===== src/rtl/spi_controller.sv =====
// rtl/spi_controller.sv - mode-0 MSB-first SPI controller, one full-duplex word per valid/ready handshake
module spi_controller #(
    parameter int DATA_W  = 8,
    parameter int CLK_DIV = 4
) (
    input  logic              i_clk,
    input  logic              i_srst,
    input  logic              i_valid,
    input  logic [DATA_W-1:0] i_dataTx,
    output logic              o_ready,
    output logic [DATA_W-1:0] o_dataRx,
    output logic              o_rxValid,
    output logic              o_sck,
    output logic              o_csn,
    output logic              o_sdo,
    input  logic              i_sdi
);

    localparam int DIV_W = (CLK_DIV > 1) ? $clog2(CLK_DIV) : 1;
    localparam int BIT_W = $clog2(DATA_W);
    localparam logic [DIV_W-1:0] DIV_LAST = DIV_W'(CLK_DIV - 1);
    localparam logic [BIT_W-1:0] BIT_LAST = BIT_W'(DATA_W - 1);

    typedef enum logic [1:0] {
        S_IDLE,
        S_LEAD,
        S_SHIFT,
        S_TRAIL
    } state_t;

    state_t              state, state_n;
    logic [DIV_W-1:0]    div_cnt, div_cnt_n;
    logic [BIT_W-1:0]    bit_cnt, bit_cnt_n;
    logic [DATA_W-1:0]   tx_sh, tx_sh_n;
    logic [DATA_W-1:0]   rx_sh, rx_sh_n;
    logic [DATA_W-1:0]   data_rx_n;
    logic                ready_n, rx_valid_n, sck_n, csn_n, sdo_n;

    always_ff @(posedge i_clk) begin
        if (i_srst) begin
            state     <= S_IDLE;
            div_cnt   <= '0;
            bit_cnt   <= '0;
            tx_sh     <= '0;
            rx_sh     <= '0;
            o_ready   <= 1'b1;
            o_dataRx  <= '0;
            o_rxValid <= 1'b0;
            o_sck     <= 1'b0;
            o_csn     <= 1'b1;
            o_sdo     <= 1'b0;
        end else begin
            state     <= state_n;
            div_cnt   <= div_cnt_n;
            bit_cnt   <= bit_cnt_n;
            tx_sh     <= tx_sh_n;
            rx_sh     <= rx_sh_n;
            o_ready   <= ready_n;
            o_dataRx  <= data_rx_n;
            o_rxValid <= rx_valid_n;
            o_sck     <= sck_n;
            o_csn     <= csn_n;
            o_sdo     <= sdo_n;
        end
    end

    // Every output is computed here as a next value, so all outputs leave the block registered.
    always_comb begin
        state_n    = state;
        div_cnt_n  = div_cnt;
        bit_cnt_n  = bit_cnt;
        tx_sh_n    = tx_sh;
        rx_sh_n    = rx_sh;
        ready_n    = o_ready;
        data_rx_n  = o_dataRx;
        rx_valid_n = 1'b0;
        sck_n      = o_sck;
        csn_n      = o_csn;
        sdo_n      = o_sdo;

        case (state)
            S_IDLE: begin
                ready_n = 1'b1;
                csn_n   = 1'b1;
                sck_n   = 1'b0;
                if (i_valid && o_ready) begin
                    tx_sh_n   = i_dataTx;
                    rx_sh_n   = '0;
                    div_cnt_n = '0;
                    bit_cnt_n = '0;
                    sdo_n     = i_dataTx[DATA_W-1];
                    ready_n   = 1'b0;
                    csn_n     = 1'b0;
                    state_n   = S_LEAD;
                end
            end
            S_LEAD: begin
                if (div_cnt == DIV_LAST) begin
                    div_cnt_n = '0;
                    state_n   = S_SHIFT;
                end else begin
                    div_cnt_n = div_cnt + 1'b1;
                end
            end
            S_SHIFT: begin
                if (div_cnt == DIV_LAST) begin
                    div_cnt_n = '0;
                    if (!o_sck) begin
                        // Rising edge: capture now, the peripheral drove its bit a half-period ago.
                        sck_n   = 1'b1;
                        rx_sh_n = {rx_sh[DATA_W-2:0], i_sdi};
                    end else begin
                        sck_n   = 1'b0;
                        tx_sh_n = {tx_sh[DATA_W-2:0], 1'b0};
                        sdo_n   = tx_sh[DATA_W-2];
                        if (bit_cnt == BIT_LAST) begin
                            state_n = S_TRAIL;
                        end else begin
                            bit_cnt_n = bit_cnt + 1'b1;
                        end
                    end
                end else begin
                    div_cnt_n = div_cnt + 1'b1;
                end
            end
            S_TRAIL: begin
                if (div_cnt == DIV_LAST) begin
                    div_cnt_n  = '0;
                    data_rx_n  = rx_sh;
                    rx_valid_n = 1'b1;
                    csn_n      = 1'b1;
                    ready_n    = 1'b1;
                    state_n    = S_IDLE;
                end else begin
                    div_cnt_n = div_cnt + 1'b1;
                end
            end
            default: begin
                state_n = S_IDLE;
            end
        endcase
    end

endmodule


===== config.mk =====
export PLATFORM = sky130hd
export DESIGN_NAME = spi_controller
export DESIGN_NICKNAME = d
export VERILOG_FILES = /design/src/rtl/spi_controller.sv
export SDC_FILE = /design/constraint.sdc
export NUM_CORES = 1
export LEC_CHECK = 0
export CAP_MARGIN = 40
export CORE_MARGIN = 2
export CORE_UTILIZATION = 47
export CTS_CLUSTER_SIZE = 28
export DETAILED_ROUTE_END_ITERATION = 16
export PLACE_DENSITY = 0.74
export SLEW_MARGIN = 5
export SYNTH_ARGS = -nofsm -noshare
export SYNTH_HDL_FRONTEND = slang
export SYNTH_SLANG_ARGS = --single-unit

===== constraint.sdc =====
create_clock -name i_clk -period 1.9 [get_ports i_clk]
set_input_delay 0.475 -clock i_clk [delete_from_list [all_inputs] [get_ports i_clk]]
set_output_delay 0.475 -clock i_clk [all_outputs]
set_load 0.01 [all_outputs]

# == Word-level counts from Yosys, hierarchy flattened ==
# Cells that the tools add are included.
# classes
addsub,2
mul,0
div_mod_pow,0
magnitude_cmp,0
eq_ne,13
shift,0
n_mux,34
n_bitwise,1
reduce_logical,13
# op_table
op,n
$mux 8,3
$mux 7,3
$mux 2,8
$ne 2x2->1 const B,8
$pmux 8 s2,1
$pmux 7 s2,1
$mux 3,4
$mux 1,8
$pmux 2 s4,1
$reduce_and 4->1,2
$eq 2x2->1 const B,3
$pmux 1 s2,3
$pmux 3 s2,1
$reduce_and 2->1,3
$reduce_and 6->1,1
$reduce_and 5->1,1
$pmux 2 s2,1
$reduce_bool 2->1,2
$add 3x1->3 const B,1
$eq 3x3->1 const B,1
$reduce_or 3->1,1
$add 2x1->2 const B,1
$eq 2x1->1 const B,1
$logic_not 2->1,1
other kinds (3),3
# totals
ff_bits,34
latchBits,0
ramBits,0
rom_bits,0
input_bits,12
output_inout_bits,13
elab_cells,73
memories,0

# == Depth between registers and ports, before layout ==
# Gate-level depths: netlist of run 1.
# depth
word_depth,5
mapped_depth,7
depth_no_buf,5

# == Worst setup path after synthesis of run 1 ==
# No wires, ideal clock.
# synth_timing
kind,reg2reg
start,register state[0]
end,register tx_sh[0]
setup_ns,0.116
arrival_time_ns,1.691
path_slack_ns,0.093
stages_incl_launch_ff,8
n_path_buf,2
synth_period_minus_slack_ns,1.807
cell_sequence,dfxtp_1 > inv_1 > ha_1 > nor2b_1 > clkbuf_1 > or3_1 > buf_2 > a31o_2
# synth_via
elab_chain_cells,3
word_cells_on_any_way,8
classes_between,eq/ne (4); mux (1); reduce/logical (3)
# synth_lines
element,line_no,text
"start, declared",31,"state_t state, state_n;"
"start signal, assigned",53,state <= state_n;
$eq 2x2->1 / $logic_not 2->1 (equally long branches),81,case (state)
$ne 2x2->1 (no source line) / $reduce_bool 2->1 (equally long branches),-,
$reduce_and 4->1 (no source line),-,
"end signal, assigned",56,tx_sh <= tx_sh_n;
"end, declared",34,"logic [DATA_W-1:0] tx_sh, tx_sh_n;"
# Parallel ways exist; a longest one is shown, timed or not.
# A chain may end at the register's enable or synchronous reset.

# == Final worst setup path of run 1 ==
# layout_timing
start,register o_sck
end,output o_sck
# layout_rtl
element,line_no,text
"start, declared",13,"output logic o_sck,"
"start signal, assigned",61,o_sck <= sck_n;
# No word-level cell between the ends.

==> metrics.yaml, run 1 <==
cts:
  htreeDepth: 2
  cts_buffers: 5
  cts_tree: "done"
  clkSinkCount: 34
  cts.clk_slew.worst_paths_ps: 100
  clockBufferDepth: 2
  root_buffer: "clkbuf_4"
  clkLatencyLatePin_ps: 330
pwr:
  power_frac_comb: 0.455
  switching_share: 0.3408
  p_int_uw: 1675
  seqPwrFrac: 0.345
  p_per_area_nw_per_um2: 1270
  vdd_drop_max_mv: 0.7777
  switchingPower_uw: 866.1
  leakage_uw: 0.0007475
  clockPowerShare: 0.200
routing:
  via_per_inst: 5.289
  drtIter0Drc: 49
  vias: 1338
  antenna_left: 0
  drc_errors: 0
  first_pass_iters: 5
  finalWirelength_um: 3164
  detail_route.wl_per_cell_um: 12.51
placement:
  dpl_cell_area_um2: 1914
  globalplace.congestion: 0.7840
  io_buffers: 24
  dp.cells: 245
  dp_hpwl_um: 2294
worst_setup_path:
  startpoint_type: "register"
  cp-end-kind: "output port"
  crit_path_max_incr_delay_ps: 570
  crit_buf_inv: 1
  path_max_fanout: 6
  crit_type: "register to output port"
  slowest_stage: "clkdlybuf4s50_1"
  required_ps: 1420
  cpLargestDelayFamily: "buffers and inverters"
  critPathArrivalTime_ps: 1330
  crit_chain: "clkdlybuf4s50_1"
global_route:
  grt-ovfl-total: 0
  grt_max_degree: 14
  grt_pass1_vias: 1284
  grt_util_all_layers: 0.1920
  grt_pass1_wl_um: 5292
  antenna_found_initial: 0
timing:
  setup_tns_ps: 0
  max_freq_mhz: 555.2
  skew_ps: 8.985
  final-setup-viol-count: 0
  worst_pin_slew_ps: 368.4
  finalHoldViolations: 0
  period_share: 0.9480
  max_slew_margin: 0.7474
  finalCriticalPeriod_ps: 1801
  rsz0062_at_grt: "no"
  drv_slew: 0
finish:
  final_nets: 229
  instances_no_fill: 253
  final-seq-area_um2: 680.7
  multiInputGateArea_um2: 773.2
  fillCellCount: 277
  final_area_um2: 2001
  layout-drive-gt1-share: 0.1770
  area_growth_pct: 30.00
  num_antenna_cells: 0
synthesis:
  yosysWarnings: 0
  yosys-top-cells-area: "dfxtp_1 44%, nand2_1 7.8%, ha_1 7.3%, mux2_2 5.1%, mux2i_1 3.9%"
  synth_area_leader_cell: "dfxtp_1"
  yosys.cell_count.top_type: "dfxtp_1"
  yosysTopAreaCellShare: 0.4423
  synth-edff-count: 0
  ys_seq_elements: 34
  synth_cells: 171
  synth_common_cells: "34 x dfxtp_1, 32 x nand2_1, 12 x inv_1"
  synth.net_count: 192
  async_flop_share: 0
  ys_seq_area_frac: 0.4423
  synthesis.area_um2: 1539
  synth.distinct_cells: 34
  synth.avg_cell_area_um2: 9.000
  synthFlopType: "dfxtp_1"
floorplan:
  dieArea_um2: 3748
  die_w_um: 61.22
  ioPinCount: 25
  num_rows: 20
  initial_core_util: 0.5000
  core-area_um2: 3078
  die_h_um: 61.22
status:
  status: "complete, no violations"
run:
  drv_cap: 0
worst_hold_path:
  hold_class: "register to register"
[cell families after synthesis]
group	count (synthesis)	share of synthesized area
and+or+nand+nor	57	0.1813
DFF	34	0.4423
buffers and inverters	24	0.06260
AOI/OAI and AO/OA	34	0.1504
muxes	13	0.09025
adders and majority gates	9	0.07317
[area by class of cell]
cell class | instances | area share
clock buffers | 7 | 0.02251
clock inverters | 1 | 0.01501
inverters | 13 | 0.02439
multi-input cells | 113 | 0.3865
flip-flops and latches | 34 | 0.3402
well taps | 44 | 0.02752
repair buffers | 41 | 0.1839
[worst register-to-register path, delay by kind of cell, from the launching register on]
kind	cells	cell delay [ps]
AOI/OAI and AO/OA	1	140
adders and majority gates	1	200
buffers and inverters	2	350
DFF	1	320
and+or+nand+nor	2	660
[flip-flops by register name (all words and copies together), names as in the netlist]
register / count
div_cnt: 2
bit_cnt: 3
rx_sh: 8
o_csn: 1
o_rxValid: 1
o_dataRx: 8
o_sck: 1
state: 2
o_sdo: 1
tx_sh: 7
[power by group through the flow]
stage	Combinational (uW)	Clock [uW]	Sequential (uW)
floorplan	714	0	896
global placement	1070	0	887
detailed placement	1110	0	892
CTS	1120	516	877
global route	1270	553	892
finish	1160	508	877
[worst paths after layout]
path            start          end  slack [ps]  cells after the start
max             o_sck        o_sck         100                      1
max reg2reg  state[1]     tx_sh[0]         200                      6
min reg2reg  rx_sh[7]  o_dataRx[7]         460                      2
min          rx_sh[7]  o_dataRx[7]         460                      2
[layout by cell type, fill, tap and decap left out, drive strengths merged, types with 2 or more instances in the layout]
cell type / instances
mux2i: 6
buf: 17
clkdlybuf4s50: 24
nand3: 2
nand2: 32
o32ai: 2
or4: 2
nor2: 2
inv: 12
nor2b: 2
mux2: 7
a21oi: 10
dfxtp: 34
clkbuf: 7
a21boi: 2
o22ai: 7
ha: 9
nor4: 8
a211oi: 9
or3b: 3
[per-stage QoR]
step	worst slack, ps	hold slack [ps]	total power [uW]	util
6_report	98.82	456.3	2542	0.6500
5_1_grt	28.22	478.6	2718	0.6500
4_1_cts	90.39	460.1	2510	0.6463
3_5_place_dp	-120.6	445.5	2000	0.6220
3_3_place_gp	-106.4	438.0	1954	0.6220
2_1_floorplan	92.67	430.4	1610	-
[what timing repair did]
item                       4_1_cts  5_1_grt
hold buffers                     0        0
resized for setup                0        3
buffers inserted                 0        0
setup endpoints to repair        0        3
[layer usage]
| metal | track usage | wire, um |
|---|---|---|
| met3 | 0.06303 | 117 |
| met1 | 0.2153 | 1421 |
| met5 | 0 | 0 |
| met2 | 0.3359 | 1585 |
| met4 | 0.07453 | 40 |
Note: power is estimated with default switching activity, not from simulation.
==> run 2, diff against run 1 <==
Clock period 1.9 ns to 1.6 ns, I/O delays scaled along.
==> metrics.yaml, run 2 (same netlist as run 1, synthesis figures left out) <==
timing:
  drv_slew: 0
  max_slew_margin: 0.7375
  rsz0062_at_grt: "yes"
  skew_ps: 5.171
  final.setup.worst_slack_ps: -85.62
  final-setup-viol-count: 4
  max_freq_mhz: 593.3
  setup_tns_ps: -181.3
  finalHoldViolations: 0
  finalCriticalPeriod_ps: 1686
  holdWs_ps: 456.0
  worst_pin_slew_ps: 392.8
  period_share: 1.054
floorplan:
  dieArea_um2: 3748
  ioPinCount: 25
  initial_core_util: 0.5000
  num_rows: 20
  die_w_um: 61.22
  core-area_um2: 3078
  die_h_um: 61.22
finish:
  final_common_cell: "nand2_1"
  num_antenna_cells: 0
  layout_common_cells: "32 x nand2_1, 30 x dfxtp_1, 19 x buf_4"
  instances_no_fill: 256
  final_nets: 233
  largestRegisters: "o_dataRx x8, rx_sh x8, tx_sh x7"
  area_growth_pct: 45.28
  layout-drive-gt1-share: 0.3302
worst_setup_path:
  startpoint_type: "register"
  reg2reg_from: "state[0]"
  critPathArrivalTime_ps: 1920
  path_max_fanout: 8
  crit_buf_inv: 2
  slowest_stage: "or3_4"
  r2r_cells: 6
  cpLargestDelayFamily: "simple AND/OR/NAND/NOR gates"
  crit_path_max_incr_delay_ps: 460
  crit_type: "register to register"
  crit_path_end: "tx_sh[1]"
  required_ps: 1830
  reg2reg_slack_ps: -90
  cp.depth: 6
  crit_chain: "inv_4, ha_4, mux2i_1, buf_4, or3_4, a211oi_1"
  reg2reg_to: "tx_sh[1]"
  cp-end-kind: "register"
  crit_start: "state[0]"
worst_hold_path:
  hold_class: "register to register"
routing:
  antenna_left: 0
  detail_route.wl_per_cell_um: 14.04
  finalWirelength_um: 3594
  via_per_inst: 5.195
  first_pass_iters: 4
  drc_errors: 0
  drtIter0Drc: 22
  vias: 1330
status:
  status: "complete, but fails checks"
  violations: "negative setup slack"
cts:
  cts.clk_slew.worst_paths_ps: 100
  cts_tree: "done"
  clockBufferDepth: 2
  cts_buffers: 5
  clkSinkCount: 34
  clkLatencyLatePin_ps: 320
  root_buffer: "clkbuf_4"
  htreeDepth: 2
  cts_hold_buffers: 0
global_route:
  grt-ovfl-total: 0
  grt_pass1_vias: 1317
  grt_pass1_wl_um: 5802
  grt_max_degree: 14
  grt_util_all_layers: 0.2084
  antenna_found_initial: 0
pwr:
  finalPower_uw: 3559
  vdd_drop_max_mv: 1.264
  p_per_area_nw_per_um2: 1592
  leakage_uw: 0.0008886
run:
  drv_cap: 0
placement:
  io_buffers: 24
  globalplace.congestion: 0.7185
  dp_hpwl_um: 2386
  dp.cells: 248
## run 2: changes by cell type in the layout (fill, tap and decap cells not counted), sizes merged
cell,previous run,this run
clkbuf,7,6
dlymetal6s2s,0,2
buf,17,21
dlygate4sd2,0,11
clkdlybuf4s50,24,11
## run 2: area by class of cell
class	count	area [um2]
clock buffers	6	51.30
clock inverters	1	30.03
fillers	238	842.1
inverters	13	53.80
multi-input cells	113	960.9
flip-flops and latches	34	688.2
well taps	44	55.05
repair buffers	45	396.6
## run 2: report_power, final
group	total [uW]	switching, uW	internal [uW]
Sequential	1080	100	983
Clock	643	279	364
Combinational	1830	904	928
## run 2: how the worst min path moves through the flow
| stage | slack [ps] | startpoint | endpoint | cells after the start |
|---|---|---|---|---|
| after floorplan | 430 | tx_sh[1] | tx_sh[1] | 2 |
| after global placement | 440 | tx_sh[4] | tx_sh[4] | 2 |
| after detailed placement | 450 | o_dataRx[5] | o_dataRx[5] | 2 |
| after CTS | 460 | o_dataRx[5] | o_dataRx[5] | 2 |
| after global routing | 490 | rx_sh[2] | o_dataRx[2] | 2 |
| final | 460 | o_dataRx[5] | o_dataRx[5] | 2 |
## run 2: routing by layer
layer | global-route usage | wire (um) | up-vias | part of all wire
met5 | 0 | 0 | - | 0
met4 | 0.06522 | 62 | 0 | 0.017
met1 | 0.2445 | 1597 | 623 | 0.44
li1 | - | - | 682 | -
met2 | 0.3708 | 1836 | 19 | 0.51
met3 | 0.05252 | 97 | 6 | 0.027
## run 2: per-stage QoR
| step | utilization | setup slack (ps) | instance area [um2] |
|---|---|---|---|
| finish | 0.7264 | -85.62 | 2236 |
| global route | 0.7264 | -164.2 | 2236 |
| CTS | 0.6732 | -44.75 | 2072 |
| detailed placement | 0.6398 | -471.5 | 1969 |
| global placement | 0.6398 | -410.4 | 1969 |
| floorplan | - | -93.27 | 1587 |
## run 2: timing repair
action / CTS / global route
setup endpoints to repair: 31 / 23
setup buffers: 0 / 1
gates resized for setup: 18 / 32
pin swaps: 0 / 10
## run 2: worst reg2reg max path: stages (launching register included)
cell and delay (ps):
dfxtp_2 360, inv_4 50, ha_4 160, mux2i_1 110
buf_4 160, or3_4 460, a211oi_1 280
